$ cat src/rtl/trng_ctrl.sv
// Phase sequencer, bit packer and repetition-count health monitor for the NLFSR TRNG.
// Words are offered on a valid/ready slot that survives reseeds and only clears on rst.
module trng_ctrl #(
   parameter int WORD_W       = 32,
   parameter int LOAD_CYC     = 80,
   parameter int INIT_CYC     = 160,
   parameter int CE_DIV       = 4,
   parameter int RESEED_WORDS = 1024,
   parameter int REP_LIMIT    = 32
) (
   input  logic              clk,
   input  logic              rst,
   input  logic              en,
   input  logic              reseed,
   input  logic              warbler_i,
   output logic              load_en,
   output logic              init_en,
   output logic              run_en,
   output logic              nlfsr3_ce,
   output logic [WORD_W-1:0] out_data,
   output logic              out_valid,
   input  logic              out_ready,
   output logic              busy,
   output logic              hlth_fail,
   output logic [7:0]        fail_cnt
);

   localparam logic [1:0] ST_IDLE = 2'd0;
   localparam logic [1:0] ST_LOAD = 2'd1;
   localparam logic [1:0] ST_INIT = 2'd2;
   localparam logic [1:0] ST_RUN  = 2'd3;

   localparam int PH_MAX = (LOAD_CYC > INIT_CYC) ? LOAD_CYC : INIT_CYC;
   localparam int PH_W   = $clog2(PH_MAX + 1);
   localparam int DIV_W  = (CE_DIV > 1) ? $clog2(CE_DIV) : 1;
   localparam int BC_W   = $clog2(WORD_W + 1);
   localparam int WC_W   = $clog2(RESEED_WORDS + 1);
   localparam int RL_W   = $clog2(REP_LIMIT + 1);

   localparam logic [PH_W-1:0]  LOAD_LAST = PH_W'(LOAD_CYC - 1);
   localparam logic [PH_W-1:0]  INIT_LAST = PH_W'(INIT_CYC - 1);
   localparam logic [DIV_W-1:0] DIV_LAST  = DIV_W'(CE_DIV - 1);
   localparam logic [BC_W-1:0]  BC_FULL   = BC_W'(WORD_W);
   localparam logic [BC_W-1:0]  BC_PENULT = BC_W'(WORD_W - 1);
   localparam logic [WC_W-1:0]  WC_LAST   = WC_W'(RESEED_WORDS - 1);
   localparam logic [RL_W-1:0]  REP_LAST  = RL_W'(REP_LIMIT - 1);

   logic [1:0]        state_reg, state_next;
   logic [PH_W-1:0]   phase_reg;
   logic [DIV_W-1:0]  div_reg;
   logic              ce_q_reg;
   logic [WORD_W-1:0] acc_reg;
   logic [WORD_W-1:0] acc_shift;
   logic [BC_W-1:0]   bit_cnt_reg;
   logic [WC_W-1:0]   word_cnt_reg;
   logic              last_bit_reg;
   logic [RL_W-1:0]   run_len_reg;
   logic [WORD_W-1:0] out_data_reg;
   logic              out_valid_reg;
   logic              hlth_fail_reg;
   logic [7:0]        fail_cnt_reg;

   logic in_run, cap_vld, acc_full, slot_busy, stall, rep_fail;
   logic transfer, budget_hit, stay_run;

   assign acc_shift[0] = warbler_i;
   for (genvar gi = 1; gi < WORD_W; gi++) begin : gen_shift
      assign acc_shift[gi] = acc_reg[gi-1];
   end

   assign in_run    = (state_reg == ST_RUN);
   assign cap_vld   = in_run & ce_q_reg;
   assign acc_full  = (bit_cnt_reg == BC_FULL);
   assign slot_busy = out_valid_reg & ~out_ready;
   // A capture still in flight into the last free bit counts as full, so no bit is ever dropped.
   assign stall     = slot_busy & (acc_full | ((bit_cnt_reg == BC_PENULT) & cap_vld));
   assign nlfsr3_ce = in_run & (div_reg == DIV_LAST) & ~stall;
   assign rep_fail  = cap_vld & (warbler_i == last_bit_reg) & (run_len_reg == REP_LAST);

   assign transfer   = in_run & en & ~reseed & ~rep_fail & acc_full & ~slot_busy;
   assign budget_hit = transfer & (word_cnt_reg == WC_LAST);

   always_comb begin
      state_next = state_reg;
      if (!en) begin
         state_next = ST_IDLE;
      end else begin
         case (state_reg)
            ST_IDLE: state_next = ST_LOAD;
            ST_LOAD: if (phase_reg == LOAD_LAST) state_next = ST_INIT;
            ST_INIT: if (phase_reg == INIT_LAST) state_next = ST_RUN;
            default: if (reseed | rep_fail | budget_hit) state_next = ST_LOAD;
         endcase
      end
   end

   assign stay_run = in_run & (state_next == ST_RUN);

   always_ff @(posedge clk or posedge rst) begin
      if (rst) begin
         state_reg <= ST_IDLE;
         phase_reg <= '0;
         div_reg   <= '0;
         ce_q_reg  <= 1'b0;
      end else begin
         state_reg <= state_next;
         ce_q_reg  <= nlfsr3_ce;
         if ((state_next != state_reg) || !((state_reg == ST_LOAD) || (state_reg == ST_INIT)))
            phase_reg <= '0;
         else
            phase_reg <= phase_reg + 1'b1;
         // The divider parks on its last count while stalled so ce fires as soon as the slot frees.
         if (!stay_run)
            div_reg <= '0;
         else if (div_reg == DIV_LAST)
            div_reg <= stall ? div_reg : '0;
         else
            div_reg <= div_reg + 1'b1;
      end
   end

   always_ff @(posedge clk or posedge rst) begin
      if (rst) begin
         acc_reg      <= '0;
         bit_cnt_reg  <= '0;
         word_cnt_reg <= '0;
         last_bit_reg <= 1'b0;
         run_len_reg  <= '0;
      end else if (!stay_run) begin
         acc_reg      <= '0;
         bit_cnt_reg  <= '0;
         word_cnt_reg <= '0;
         last_bit_reg <= 1'b0;
         run_len_reg  <= '0;
      end else begin
         if (transfer)
            word_cnt_reg <= word_cnt_reg + 1'b1;
         if (cap_vld) begin
            acc_reg      <= transfer ? {{(WORD_W-1){1'b0}}, warbler_i} : acc_shift;
            bit_cnt_reg  <= transfer ? BC_W'(1) : bit_cnt_reg + 1'b1;
            last_bit_reg <= warbler_i;
            run_len_reg  <= (warbler_i == last_bit_reg) ? run_len_reg + 1'b1 : RL_W'(1);
         end else if (transfer) begin
            bit_cnt_reg <= '0;
         end
      end
   end

   always_ff @(posedge clk or posedge rst) begin
      if (rst) begin
         out_data_reg  <= '0;
         out_valid_reg <= 1'b0;
         hlth_fail_reg <= 1'b0;
         fail_cnt_reg  <= '0;
      end else begin
         if (transfer) begin
            out_data_reg  <= acc_reg;
            out_valid_reg <= 1'b1;
         end else if (out_valid_reg && out_ready) begin
            out_valid_reg <= 1'b0;
         end
         if (rep_fail) begin
            hlth_fail_reg <= 1'b1;
            if (fail_cnt_reg != 8'hFF)
               fail_cnt_reg <= fail_cnt_reg + 8'd1;
         end
      end
   end

   assign load_en   = (state_reg == ST_LOAD);
   assign init_en   = (state_reg == ST_INIT);
   assign run_en    = in_run;
   assign busy      = (state_reg != ST_IDLE);
   assign out_data  = out_data_reg;
   assign out_valid = out_valid_reg;
   assign hlth_fail = hlth_fail_reg;
   assign fail_cnt  = fail_cnt_reg;

endmodule

$ cat config.mk
export PLATFORM = sky130hd
export DESIGN_NAME = trng_ctrl
export DESIGN_NICKNAME = d
export VERILOG_FILES = /design/src/rtl/trng_ctrl.sv
export SDC_FILE = /design/constraint.sdc
export NUM_CORES = 1
export LEC_CHECK = 0
export ABC_AREA = 1
export CORE_MARGIN = 1.5
export CORE_UTILIZATION = 60
export CTS_CLUSTER_DIAMETER = 40
export CTS_CLUSTER_SIZE = 12
export DETAILED_ROUTE_END_ITERATION = 6
export PLACE_DENSITY = 0.83
export SLEW_MARGIN = 10
export SYNTH_ARGS = -nofsm -noshare
export SYNTH_HDL_FRONTEND = slang
export SYNTH_SLANG_ARGS = --single-unit
$ cat constraint.sdc
create_clock -name clk -period 11.5 [get_ports clk]
set_input_delay 2.3 -clock clk [delete_from_list [all_inputs] [get_ports clk]]
set_output_delay 2.3 -clock clk [all_outputs]
set_load 0.01 [all_outputs]
==> results.tsv <==
metric	value	unit
status	complete, no violations	
setup_tns	0	ps
syn_avg_cell_area	8.59	sq um
synth_seq_cells	110	
powerDensity	104	nW/um^2
crit_start	out_ready	
setup_viol	0	
startpoint_type	primary input	
syn_area	5270	sq um
nets	673	
ctsRootBufferMaster	clkbuf_8	
finalHoldViolCount	0	
top_layer	met4	
met1_length	4590	microns
clk_pin_slew_worst_paths	90	ps
cts_setup_buffers	0	
slew_headroom	0.274	
track_usage	0.228	
wl_met2	5130	microns
path_depth	6	
yosys.area.top_type	dfrtp_1	
cts_made_buffers	9	
gp_congestion	0.816	
finalWorstSetupSlack	5590	ps
drtIter0Drc	183	
fmax	169	MHz
clk_latency	370	ps
grt_pass1_vias	4184	
routed_wl	10100	microns
max_stage_delay	550	ps
synthCells	613	
clock_path_buffers	2	
ys_seq_area_frac	0.523	
r2r_slack	8430	ps
timing.rr.start	state_reg[1]	
synth.most_common_cell	nand2_1	
hold_class	reg2reg	
critPathSlowestCell	clkdlybuf4s50_1	
synth_warnings	0	
finalCritPeriodShare	0.514	
core_area	8340	sq um
ios	53	
syn_nets	632	
rsz0062_at_grt	false	
cts-resized-gates	0	
syn_to_final_growth	13.3	%
vdd_drop_max	0.0000674	V
skew	16.7	ps
cts_tree	built	
worstPathMaxFanout	2	
core.rowCount	33	
worstPathCellList	clkdlybuf4s50_1 -> inv_1 -> nand3_1 -> nand2_1 -> nor2_1 -> clkdlybuf4s50_1	
crit_end	nlfsr3_ce	
hpwl	6590	microns
synth_flop_cell	dfrtp_1	
vias	4150	
grt.overflow.total	0	
p_leak	0.00291	uW
num_antenna_cells	0	
wire_per_inst	13.3	microns
antenna_found_initial	0	
path_common_cell	clkdlybuf4s50_1	
ys_top_cells_by_count	nand2_1, dfrtp_1, nand3_1, nor2_1, inv_1	
grt_pass1_wl	17900	microns
cts_max_level	3	
reg2reg_to	word_cnt_reg[1]	
die_area	9350	sq um
rr_worst_depth	12	
synth_cell_types	30	
met3WireLength	272	microns
route.detailed.drc	0	
synth.area.top_cells	dfrtp_1, nand2_1, nand3_1	
vias_per_cell	5.44	
path_class	in2out	
period_minus_slack	5910	ps
critPathTopFamily	buffers and inverters	
cap_violations	0	
clock-sinks	110	
worst_slew_pin_slew	1090	ps
cp-end-kind	primary output	
chipHeight	96.7	microns
synth-edff-count	0	
slew_viol_final	0	
postRouteAntennaNets	0	
portBuffers	52	
post-place-ws	5580	ps
grt_start_max_net_pins	76	
die_w	96.7	microns
critPathBufInv	3	
arrival	3610	ps
initial_core_util	0.631	
first_pass_iters	5	
hold_buffers	0	
synth.top_cell.area_share	0.523	
crit_required	9200	ps
drive_gt1_frac	0.0486	
async_flop_share	1.00	
layout by cell type, fill, tap and decap left out, drive strengths merged, types with 2 or more instances in the layout:
cell type,count
nand2,218
dfrtp,110
nand3,58
clkdlybuf4s50,52
nor2,45
inv,39
nand3b,34
xor2,20
nor3,13
ha,13
o21ai,11
clkbuf,9
a21oi,6
xnor2,6
clkinvlp,4
buf,4
or2,3
clkinv,3
nand4,2
nor4,2
and3,2
layer usage:
layer  up-vias  global-route usage
li1       2021                   -
met1      2040               0.285
met2        71               0.402
met3        18              0.0311
met4         0              0.0881
met5         -                   0
metrics by stage:
| step | power (uW) | hold slack [ps] | cells | util | cell area, sq um |
|---|---|---|---|---|---|
| finish | 619 | 482 | 763 | 0.715 | 5960 |
| global route | 638 | 500 | 763 | 0.715 | 5960 |
| CTS | 622 | 488 | 763 | 0.715 | 5960 |
| detailed placement | 414 | 464 | 748 | 0.694 | 5790 |
| global placement | 413 | 451 | 748 | 0.694 | 5790 |
| floorplan | 406 | 435 | 613 | - | 5270 |
kinds of logic after synthesis:
logic type                 share of synthesized area
DFF                                            0.523
adders and majority gates                     0.0309
and+or+nand+nor                                0.323
buffers and inverters                         0.0594
muxes                                        0.00214
xor gates and xnor gates                      0.0433
AOI/OAI and AO/OA                             0.0188
worst min-delay path by stage:
| stage | startpoint | to | slack (ps) | depth (start not counted) |
|---|---|---|---|---|
| global route | phase_reg[0] | phase_reg[0] | 500 | 1 |
| floorplan | phase_reg[0] | phase_reg[0] | 440 | 1 |
| finish | out_data[26] | out_data[26] | 480 | 2 |
| CTS | phase_reg[0] | phase_reg[0] | 490 | 1 |
| global placement | phase_reg[0] | phase_reg[0] | 450 | 1 |
| detailed placement | out_data[16] | out_data[16] | 460 | 2 |
worst register-to-register path, stage by stage (launching register included):
cell and delay, ps:
dfrtp_1 500, ha_1 390, nand2_4 120, inv_2 100, nand3_2 100, nor2_4 180
nor2_4 70, nand3_2 90, nand4_1 130, nor2_4 110, buf_4 540, inv_1 460
a21oi_1 220
where the power goes:
| part | total (uW) | switching, uW | internal, uW |
|---|---|---|---|
| sequential | 388 | 1.11 | 387 |
| clock | 213 | 134 | 78.7 |
| combinational | 17.5 | 12.7 | 4.79 |
cell type report:
cell class              count  area (sq um)
flip-flops and latches    110          2750
fillers                   654          2380
multi-input cells         437          2200
repair buffers             56           551
inverters                  40           153
well taps                 105           131
clock buffers               9           124
clock inverters             6          47.5
(Power assumes the default switching activity.)
==> patch 1 (same settings) <==
Make the reset (`rst`) synchronous in 3 clocked blocks.
--- a/src/rtl/trng_ctrl.sv
+++ b/src/rtl/trng_ctrl.sv
@@ -96,7 +96,7 @@
 
    assign stay_run = in_run & (state_next == ST_RUN);
 
-   always_ff @(posedge clk or posedge rst) begin
+   always_ff @(posedge clk) begin
       if (rst) begin
          state_reg <= ST_IDLE;
          phase_reg <= '0;
@@ -119,7 +119,7 @@
       end
    end
 
-   always_ff @(posedge clk or posedge rst) begin
+   always_ff @(posedge clk) begin
       if (rst) begin
          acc_reg      <= '0;
          bit_cnt_reg  <= '0;
@@ -146,7 +146,7 @@
       end
    end
 
-   always_ff @(posedge clk or posedge rst) begin
+   always_ff @(posedge clk) begin
       if (rst) begin
          out_data_reg  <= '0;
          out_valid_reg <= 1'b0;
Function: differs if rst is asserted again (counterexample within 4 cycles, from zero or initial values and one cycle with rst high); with rst held inactive, the same outputs for 10 cycles.
==> patch 1 against the original RTL <==
  * Sequential cell count did not move
  * Synthesized area fell by 9.0%
  * Via count fell by 3.8%
  * Clock power rose by 9%
  * Sequential power fell by 2%
  * Worst setup slack got worse by 0.065 ns
  * Final cell count rose by 0.92%
  * Wire length fell by 9.6%
  * Worst hold slack got worse by 0.028 ns
  * Cell area fell by 7.7%
  * Die area fell by 8.8%
  * Power rose by 0.79%
  * Critical path type unchanged
  * Largest cell class unchanged
==> patch 1: results (changes against the original RTL) <==
setup slack, reg-to-reg 8.22 ns (-0.21 ns); Iteration-0 DRC Markers 142 (-22%); setup bufs post-CTS 0 (unchanged); Mapped Avg Cell Area 7.651 sq um (-11%); clk_lat worst skew 0.37 ns (about the same); syn_nets 645 (+2.1%); Worst-path clk slew 0.11 ns (+0.02 ns); reg2reg start state_reg[0]$_SDFF_PP0_; Final Wtd Congestion 0.8314 (+1.9%); Ant. Diodes 0 (unchanged); dpl ws 5.515 ns (-0.06341 ns); hold wc startpoint phase_reg[0]$_SDFF_PP0_; vias in the first global route 3750 (-10%); post-DP HPWL 6024 um (-8.5%); Total GRT Usage 22.60% (-0.24 points); final std cells w/o fill 770 (+0.92%); Placement Cell Area 5301 sq um (-8.5%); Placed Cells 754 (+0.80%); nets@finish 682 (+1.3%); Crit path max-delay family buffers and inverters; CP max-delay cell clkdlybuf4s50_1; Worst Clk Skew 0.01013 ns (-0.006587 ns); Synth cell types 33 (+10%); worst slew pin tran 1.074 ns (-0.01165 ns); Worst VDD drop 0.00006212 V (-7.9%); Post-synth ARST share 0% (-100 points); Hold Crit Depth 1 (-1); outcome completed; Filler Cell Count 612 (-6.4%); worst r2r dst acc_reg[26]$_SDFFE_PP0P_; yosys synthesis warning count 0 (unchanged); hold crit path type reg -> reg; Final setup viols 0 (unchanged); Worst EP arrival 3.68 ns (+0.07 ns); CP Max Fanout 3 (+1); Hold EP phase_reg[0]$_SDFF_PP0_; delay of the slowest critical-path stage 0.56 ns; Seq/Total Area, Yosys 45.98% (-6.3 points); vias per cell 5.184 (-4.7%); Post-Route WL 9173 um (-9.6%); top cells by area, synth dfxtp_1 46%, o21ai_0 10%, inv_1 7.3%; share of cells above drive strength 1 8.683% (+3.8 points); first-pass GRT wire length 15940 um (-11%); worst-case reg-to-reg path depth 12 (unchanged); largest net degree at the start of global routing 66 (-13%); leakage power 1.921 nW (-34%); cts repair resizes 0 (unchanged); top post-synthesis cells by count 110 x dfxtp_1, 96 x o21ai_0, 93 x inv_1, 71 x nor2_1, 60 x nand2_1
==> patch 1: changes by cell type after synthesis, sizes merged, moves of 53 or more <==
| cell | unedited run | this run |
|---|---|---|
| dfrtp | 110 | 0 |
| inv | 38 | 95 |
| o21ai | 11 | 108 |
| nand2 | 218 | 66 |
| nor2 | 45 | 98 |
| dfxtp | 0 | 110 |
==> patch 1: area by class of cell <==
type / instances / area (sq um) / area share [%]
clock buffer: 10 / 137.6 / 2.501
clock inverter: 6 / 63.81 / 1.160
inverter: 95 / 356.6 / 6.480
multi-input combinational: 393 / 2079 / 37.79
timing repair buffer: 54 / 535.5 / 9.732
sequential: 110 / 2202 / 40.02
tap: 102 / 127.6 / 2.319
==> patch 1: worst max path at each step <==
stage	from	to	slack [ns]	cells past startpoint
6_report	out_ready	nlfsr3_ce	5.52	6
5_1_grt	out_ready	nlfsr3_ce	5.40	6
4_1_cts	out_ready	nlfsr3_ce	5.51	6
3_5_place_dp	out_ready	nlfsr3_ce	5.52	6
3_3_place_gp	out_ready	nlfsr3_ce	5.56	6
2_1_floorplan	out_ready	nlfsr3_ce	6.47	4
==> patch 1: metal layers <==
layer	wire (um)	share of wire (%)	track usage, %
met1	4238	46	27.28
met2	4476	49	40.63
met3	297	3.2	3.038
met4	160	1.7	8.462
met5	0	0	0
==> patch 1: power breakdown <==
part | internal [mW] | leakage, nW | switching (mW) | total (mW)
clock network | 0.0908 | 0.0997 | 0.141 | 0.232
logic | 0.00430 | 0.935 | 0.00622 | 0.0105
registers | 0.381 | 0.886 | 0.000523 | 0.382
==> patch 1: logic make-up (layout without fill, tap and decap cells) <==
logic type	Yosys count	after routing	share of synthesized area, %
AO/OA/AOI/OAI	159	159	17.29
XOR/XNOR	19	19	3.474
adder cells (fa/ha/maj)	13	13	3.396
buffers and inverters	123	165	10.61
flip-flops	110	110	45.98
multiplexers	1	1	0.2090
AND/OR/NAND/NOR	201	201	19.04
==> patch 1: through the flow <==
stage	util [%]	total power, mW	hold slack (ns)
4_1_cts	71.21	0.6273	0.4566
5_1_grt	71.21	0.6415	0.4759
6_report	71.21	0.6238	0.4531
3_5_place_dp	68.60	0.4008	0.4401
2_1_floorplan	-	0.3965	0.4175
3_3_place_gp	68.60	0.4004	0.4282
==> patch 2 (same flow settings) <==
Without the edit above. Change the parameter `CE_DIV` from 4 to 2.
--- a/src/rtl/trng_ctrl.sv
+++ b/src/rtl/trng_ctrl.sv
@@ -4,7 +4,7 @@
    parameter int WORD_W       = 32,
    parameter int LOAD_CYC     = 80,
    parameter int INIT_CYC     = 160,
-   parameter int CE_DIV       = 4,
+   parameter int CE_DIV       = 2,
    parameter int RESEED_WORDS = 1024,
    parameter int REP_LIMIT    = 32
 ) (
Formal check against the unedited RTL: same outputs for any inputs over 10 cycles, from zero or initial values and one cycle with rst high; that may be too few to reach the edited logic, so the function may still have changed.
==> patch 2 against the original RTL <==
  * Power fell by 1.4%
  * Worst setup slack worse by 0.014 ns
  * Wire length shrank 3.4%
  * Cell area shrank 1.0%
  * Sequential cell count is 1 lower
  * Synthesized area up 0.17%
  * Synthesized cell count shrank 0.49%
  * Global-route usage shrank 0.43 points
  * Highest routed layer unchanged
==> patch 2: results (changes against the original RTL) <==
outcome completed; CP Max Fanout 3 (+1); nets@finish 668 (-0.74%); Hold Crit Depth 1 (-1); 1st-pass router iterations 4 (-1); share of cells above drive strength 1 6.870% (+2.0 points); GRT met1 Usage 28.94% (+0.40 points); Hold Vio Cnt, Final 0 (unchanged); hold wc startpoint phase_reg[0]$_DFF_PP0_; WL per Instance 12.84 um (-3.4%); leakage power 2.805 nW (-3.5%); mux contribution to synthesized area 0.2135% (-0.00036 points); Placed Cells 747 (-0.13%); slew margin rel. 33.74% (+6.3 points); clock-net power 0.208 mW (-2%); Area Overhead vs Synth 11.91%; Met3 Wirelength 352 um (+29%); Placement Cell Area 5729 sq um (-1.1%); dpl ws 5.588 ns (+0.009390 ns); top post-synthesis cells by count 128 x nand2_1, 109 x dfrtp_1, 89 x nand3_1, 78 x nor2_1, 70 x inv_1; Final Wtd Congestion 0.8395 (+2.9%); Peak Freq 0.1687 GHz (-0.23%); Post-Synth XOR/XNOR Area 4.816% (+0.49 points); syn_nets 628 (-0.63%); setup bufs post-CTS 0 (unchanged); setup slack, reg-to-reg 8.03 ns (-0.40 ns); Hold EP phase_reg[0]$_DFF_PP0_; Compound-Gate Fraction of Synth Area 3.677% (+1.8 points); Synth cell types 31 (+3.3%); crit path to nlfsr3_ce; Worst Clk Skew 0.01338 ns (-0.003340 ns); Syn Inst Count 610 (-0.49%); Iteration-0 DRC Markers 224 (+22%); met3 Track Usage GR 5.130% (+2.0 points); Total GRT Usage 22.41% (-0.43 points); top cells by area, synth dfrtp_1 52%, nand2_1 9.1%, nand3_1 8.4%; routed via count 3967 (-4.4%); Metal-1 WL 4372 um (-4.7%); switching share of power 23.22% (-0.70 points); first-pass GRT wire length 17330 um (-3.4%); metal2 WL 4926 um (-3.9%); reg2reg start state_reg[0]$_DFF_PP0_; Synth Area in Adders 2.847% (-0.24 points); worst r2r dst word_cnt_reg[10]$_DFFE_PP0P_; largest net degree at the start of global routing 94 (+24%); Pint 0.4687 mW (-0.45%); met2 Resource Use GR 37.76% (-2.5 points); Worst VDD drop 0.00006880 V (+2.0%); post-DP HPWL 6448 um (-2.1%); Seq/Total Area, Yosys 51.72% (-0.56 points); worst hold slack 0.4698 ns (-0.01180 ns)
==> patch 2: cell types whose count changed in the layout (fill, tap and decap cells not counted), moves of 2 or more <==
| cell | before | now |
|---|---|---|
| and3_1 | 2 | 0 |
| inv_1 | 36 | 69 |
| nand2_1 | 217 | 128 |
| nand3_2 | 2 | 8 |
| clkinv_1 | 2 | 0 |
| clkinvlp_4 | 4 | 0 |
| xor2_1 | 20 | 22 |
| clkinv_2 | 0 | 4 |
| o21ai_0 | 10 | 29 |
| nand2_2 | 0 | 4 |
| nor2_1 | 41 | 78 |
| nand3b_1 | 34 | 0 |
| nand3_1 | 56 | 89 |
| nor3_1 | 13 | 2 |
==> patch 2: final cells by class <==
type                       count  share of cell area [%]
clock buffer                   9                   2.099
clock inverter                 7                  0.8268
timing repair buffer          55                   9.201
inverter                      72                   4.622
multi-input combinational    403                   34.75
sequential                   109                   46.22
tap                          108                   2.290
